### src/rtl/alu_pkg.sv
// alu_pkg: ALU SEL opcodes, SEL width, last sweep SEL and controller FSM states.
package alu_pkg;
  localparam int SEL_W = 3;
  localparam logic [SEL_W-1:0] OP_0 = 3'd0;
  localparam logic [SEL_W-1:0] OP_1 = 3'd1;
  localparam logic [SEL_W-1:0] OP_2 = 3'd2;
  localparam logic [SEL_W-1:0] OP_3 = 3'd3;
  localparam logic [SEL_W-1:0] OP_4 = 3'd4;
  localparam logic [SEL_W-1:0] OP_5 = 3'd5;
  localparam logic [SEL_W-1:0] OP_6 = 3'd6;
  localparam logic [SEL_W-1:0] OP_7 = 3'd7;
  localparam logic [SEL_W-1:0] SEL_LAST = OP_7;
  typedef enum logic [1:0] {IDLE, DRIVE, RESP} state_t;
endpackage

### src/rtl/alu_4bit_seq_settle.sv
// alu_4bit_seq_settle: loadable down-counter; done is high on the last of CYCLES enabled cycles.
// Ports: clk, rst_n (sync, active-low), load (restart count), en (counting), done.
module alu_4bit_seq_settle #(
  parameter int CYCLES = 1
) (
  input  logic clk,
  input  logic rst_n,
  input  logic load,
  input  logic en,
  output logic done
);
  logic [3:0] cnt;
  assign done = en && cnt == 4'd0;
  always_ff @(posedge clk)
    cnt <= !rst_n ? 4'd0 : load ? 4'(CYCLES - 1) : (en && !done) ? cnt - 4'd1 : cnt;
endmodule

### src/rtl/alu_4bit_seq.sv
// alu_4bit_seq: valid/ready command front-end that drives an external ALU and returns captured results.
// Ports: cmd_* command handshake in, alu_* to/from the combinational ALU,
// rsp_* result handshake out, zero_cnt zeros seen in the current command, busy while not IDLE.
module alu_4bit_seq
  import alu_pkg::*;
#(
  parameter int WIDTH = 4,
  parameter int SETTLE_CYCLES = 1
) (
  input  logic             clk,
  input  logic             rst_n,
  input  logic             cmd_valid,
  output logic             cmd_ready,
  input  logic [WIDTH-1:0] cmd_a,
  input  logic [WIDTH-1:0] cmd_b,
  input  logic [SEL_W-1:0] cmd_sel,
  input  logic             cmd_sweep,
  output logic [WIDTH-1:0] alu_a,
  output logic [WIDTH-1:0] alu_b,
  output logic [SEL_W-1:0] alu_sel,
  input  logic [WIDTH-1:0] alu_out,
  input  logic             alu_zero,
  output logic             rsp_valid,
  input  logic             rsp_ready,
  output logic [WIDTH-1:0] rsp_out,
  output logic             rsp_zero,
  output logic [SEL_W-1:0] rsp_sel,
  output logic             rsp_last,
  output logic [3:0]       zero_cnt,
  output logic             busy
);
  state_t state, state_nx;
  logic sweep, acc, fin, hs, done;
  assign cmd_ready = state == IDLE;
  assign busy = !cmd_ready;
  assign rsp_valid = state == RESP;
  always_comb begin
    acc = state == IDLE && cmd_valid;
    fin = state == DRIVE && done;
    hs = state == RESP && rsp_ready;
    state_nx = acc ? DRIVE : fin ? RESP : hs ? (rsp_last ? IDLE : DRIVE) : state;
  end
  // The settle count restarts on every entry to DRIVE: a fresh command or the next sweep step.
  alu_4bit_seq_settle #(.CYCLES(SETTLE_CYCLES)) settle (
    .clk(clk),
    .rst_n(rst_n),
    .load(acc || (hs && !rsp_last)),
    .en(state == DRIVE),
    .done(done)
  );
  always_ff @(posedge clk) state <= !rst_n ? IDLE : state_nx;
  always_ff @(posedge clk) begin
    if (!rst_n) begin
      alu_a <= '0;
      alu_b <= '0;
      alu_sel <= '0;
      sweep <= 1'b0;
      rsp_out <= '0;
      rsp_zero <= 1'b0;
      rsp_sel <= '0;
      rsp_last <= 1'b0;
      zero_cnt <= '0;
    end else begin
      if (acc) begin
        alu_a <= cmd_a;
        alu_b <= cmd_b;
        alu_sel <= cmd_sweep ? OP_0 : cmd_sel;
        sweep <= cmd_sweep;
        zero_cnt <= '0;
      end
      if (fin) begin
        rsp_out <= alu_out;
        rsp_zero <= alu_zero;
        rsp_sel <= alu_sel;
        rsp_last <= !sweep || alu_sel == SEL_LAST;
        zero_cnt <= zero_cnt + {3'd0, alu_zero};
      end
      // A sweep stops at SEL_LAST through rsp_last, so alu_sel never wraps.
      if (hs && !rsp_last) alu_sel <= alu_sel + 3'd1;
    end
  end
endmodule

### config.mk
export PLATFORM = sky130hd
export DESIGN_NAME = alu_4bit_seq
export DESIGN_NICKNAME = d
export VERILOG_FILES = /design/src/rtl/alu_pkg.sv /design/src/rtl/alu_4bit_seq_settle.sv /design/src/rtl/alu_4bit_seq.sv
export SDC_FILE = /design/constraint.sdc
export NUM_CORES = 1
export LEC_CHECK = 0
export ABC_AREA = 1
export CORE_MARGIN = 2
export CORE_UTILIZATION = 44
export CTS_CLUSTER_DIAMETER = 30
export DETAILED_ROUTE_END_ITERATION = 12
export PLACE_DENSITY = 0.76
export SYNTH_ARGS = -nofsm -noshare
export SYNTH_HDL_FRONTEND = slang
export SYNTH_HIERARCHICAL = 1
export SYNTH_SLANG_ARGS = --single-unit
### constraint.sdc
create_clock -name clk -period 2.15 [get_ports clk]
set_clock_uncertainty 0.05 [all_clocks]
set_input_delay 0.215 -clock clk [delete_from_list [all_inputs] [get_ports clk]]
set_output_delay 0.215 -clock clk [all_outputs]
set_load 0.03 [all_outputs]
==> impl_metrics.tcl <==
set metrics [dict create \
    status "finished, final reports clean" \
    rsz0062_at_grt "false" \
    crit_type "register to output pin" \
    multi_input_area_um2 618 \
    cts-buffers-inserted 5 \
    clock_latency_ps 330 \
    ctsResizeCount 0 \
    r2r_end "zero_cnt[3]$_SDFFE_PN0P_" \
    post-cts-setup-buffers 0 \
    min_to "rsp_out[2]$_SDFFE_PN0P_" \
    synth_area_leaders "dfxtp_1 (46%), nand2_1 (9.7%), nor2_1 (8.9%)" \
    vias 1299 \
    period_share 0.914 \
    finalSetupViolCount 0 \
    reg2reg_depth 8 \
    syn_area_per_cell_um2 7.42 \
    synth.top_cell.area_share 0.459 \
    rows 20 \
    endpoint_kind "output pin" \
    dieArea_um2 3530 \
    ir_worst_vdd_v 0.000396 \
    yosysUniqueCellTypes 21 \
    clock-root-buffer "clkbuf_4" \
    post-route-drc-count 0 \
    final_common_cell "clkdlybuf4s50_1" \
    syn_area_um2 1350 \
    crit_cells 3 \
    cp_data_arrival_time_ps 1700 \
    gp_congestion 0.755 \
    grt_first_pass_wirelength_mm 4.51 \
    via_per_inst 4.87 \
    drtPass1Iterations 3 \
    yosysWarnings 6 \
    placed_cell_area_um2 1840 \
    dp_hpwl_mm 2.07 \
    cts_htree_levels 2 \
    die_y_um 59.4 \
    cp.required_ps 1880 \
    cp-start-kind "register" \
    placement.io_buffers 47 \
    core-area_um2 2980 \
    design_area_um2 1890 \
    finalCriticalPeriod_ps 1960 \
    reg2reg_from "state[0]$_SDFFE_PN0P_" \
    synth_nets 208 \
    yosys.area.top_type "dfxtp_1" \
    cp_max_fo 6 \
    fin_nets 259 \
    grt_overflow 0 \
    powerDensity_nw_per_um2 670 \
    antenna_found_initial 0 \
    hold_path.class "input pin to register" \
    timing.setup.tns_ps 0 \
    die_width_um 59.4 \
    ant_nets 0 \
    seq_area_frac_synth 0.459 \
    cap_violations 0 \
    synthCells 182 \
    min-delay-start "alu_out[2]" \
    seqCellArea_um2 621 \
    finalHoldViolCount 0 \
    pin_count 48 \
    drt_wl_total_mm 2.92 \
    clock-sinks 31 \
    cts_tree "built" \
    drtIter0Drc 30 \
    ys_seq_elements 31 \
    worst_pin_slew_ps 433 \
    drv_slew 0 \
    grt_max_degree 18 \
    syn_to_final_growth_pct 39.9 \
    final_cell_mix "clkdlybuf4s50_1 (47), nand2_1 (35), nor2_1 (32)" \
    slew-limit-headroom 0.711 \
    worstPathCellList "inv_2 -> nor2_1 -> clkdlybuf4s50_1" \
    detail_route.wl_per_cell_um 10.9 \
    cts_hold_buffers 0 \
    dp.cells 259 \
    crit_slowest_cell "clkdlybuf4s50_1" \
    final_cells 267 \
    clkTransAtPathRegs_ps 100 \
    start_util 0.454 \
    drive_gt1_frac 0.0812 \
    leakage_nw 0.776 \
    crit_start "state[1]$_SDFFE_PP0P_" \
    antennaDiodeCount 0 \
    max_stage_delay_ps 690 \
    p_total_mw 1.27 \
    cts_buffer_depth 2 \
    max_freq_mhz 509 \
    critPathTopFamily "buffers and inverters" \
    rrSetupSlack_ps 340 \
    nFillCells 290 \
    holdPathStages 3 \
    grt_usage 0.175 \
    path_buf_inv 2 \
    first_global_vias 1077 \
]
## area by class of cell
class / count / area share
clock buffers: 7 / 0.0238
clock inverters: 1 / 0.00265
inverters: 20 / 0.0397
multi-input cells: 126 / 0.327
flip-flops and latches: 31 / 0.328
well taps: 33 / 0.0218
repair buffers: 49 / 0.257
## metrics by stage
| step | util | setup slack, ps | hold WS, ps |
|---|---|---|---|
| 3_5_place_dp | 0.618 | 355 | 407 |
| 5_1_grt | 0.635 | 129 | 368 |
| 6_report | 0.635 | 185 | 376 |
| 3_3_place_gp | 0.618 | 428 | 400 |
| 2_1_floorplan | - | 630 | 288 |
| 4_1_cts | 0.635 | 178 | 365 |
## registers in the layout, summed over array words and instances (netlist names), 2 cells and up
| signal | cells |
|---|---|
| alu_a | 4 |
| alu_b | 4 |
| settle/cnt | 4 |
| alu_sel | 3 |
| state | 2 |
| rsp_sel | 3 |
| zero_cnt | 4 |
| rsp_out | 4 |
## worst min-delay path, stage by stage
cell and delay, ps:
clkdlybuf4s50_1 390, nand2_1 60, a21oi_1 50
## cells in the mapped netlist
library cell  instances
a211oi_1              1
a21oi_1              19
a21oi_2               1
buf_4                 1
buf_6                 2
clkbuf_1              2
dfxtp_1              31
ha_1                  5
inv_1                17
inv_2                 3
nand2_1              35
nand2_2               2
nand2_4               1
nand3_1               8
nand3_2               1
nand4_1               4
nor2_1               32
nor2_2                2
nor2_4                1
nor3_1                1
o21ai_0              13
## report_power, final
part | internal [mW] | switching (mW)
logic | 0.131 | 0.178
clock network | 0.127 | 0.198
registers | 0.609 | 0.0235
total | 0.867 | 0.399
## layer usage
layer / up-vias / GRT usage / wire, um
met5: - / 0 / 0
met3: 5 / 0.0742 / 167
met1: 571 / 0.202 / 1390
li1: 691 / - / -
met2: 32 / 0.283 / 1310
met4: 0 / 0.0747 / 55
## how the worst max path moves through the flow
stage                                     to  slack, ps
floorplan              rsp_last$_SDFFE_PN0P_        630
global placement    zero_cnt[3]$_SDFFE_PN0P_        430
detailed placement  zero_cnt[3]$_SDFFE_PN0P_        360
CTS                                rsp_valid        180
global route                       rsp_valid        130
finish                             rsp_valid        190
## cells by family after synthesis
group	share of synthesized area
compound gates	0.131
flops	0.459
buf+inv	0.0833
fa+ha+maj	0.0463
simple gates	0.281
Power figures use the tool's default switching activity.
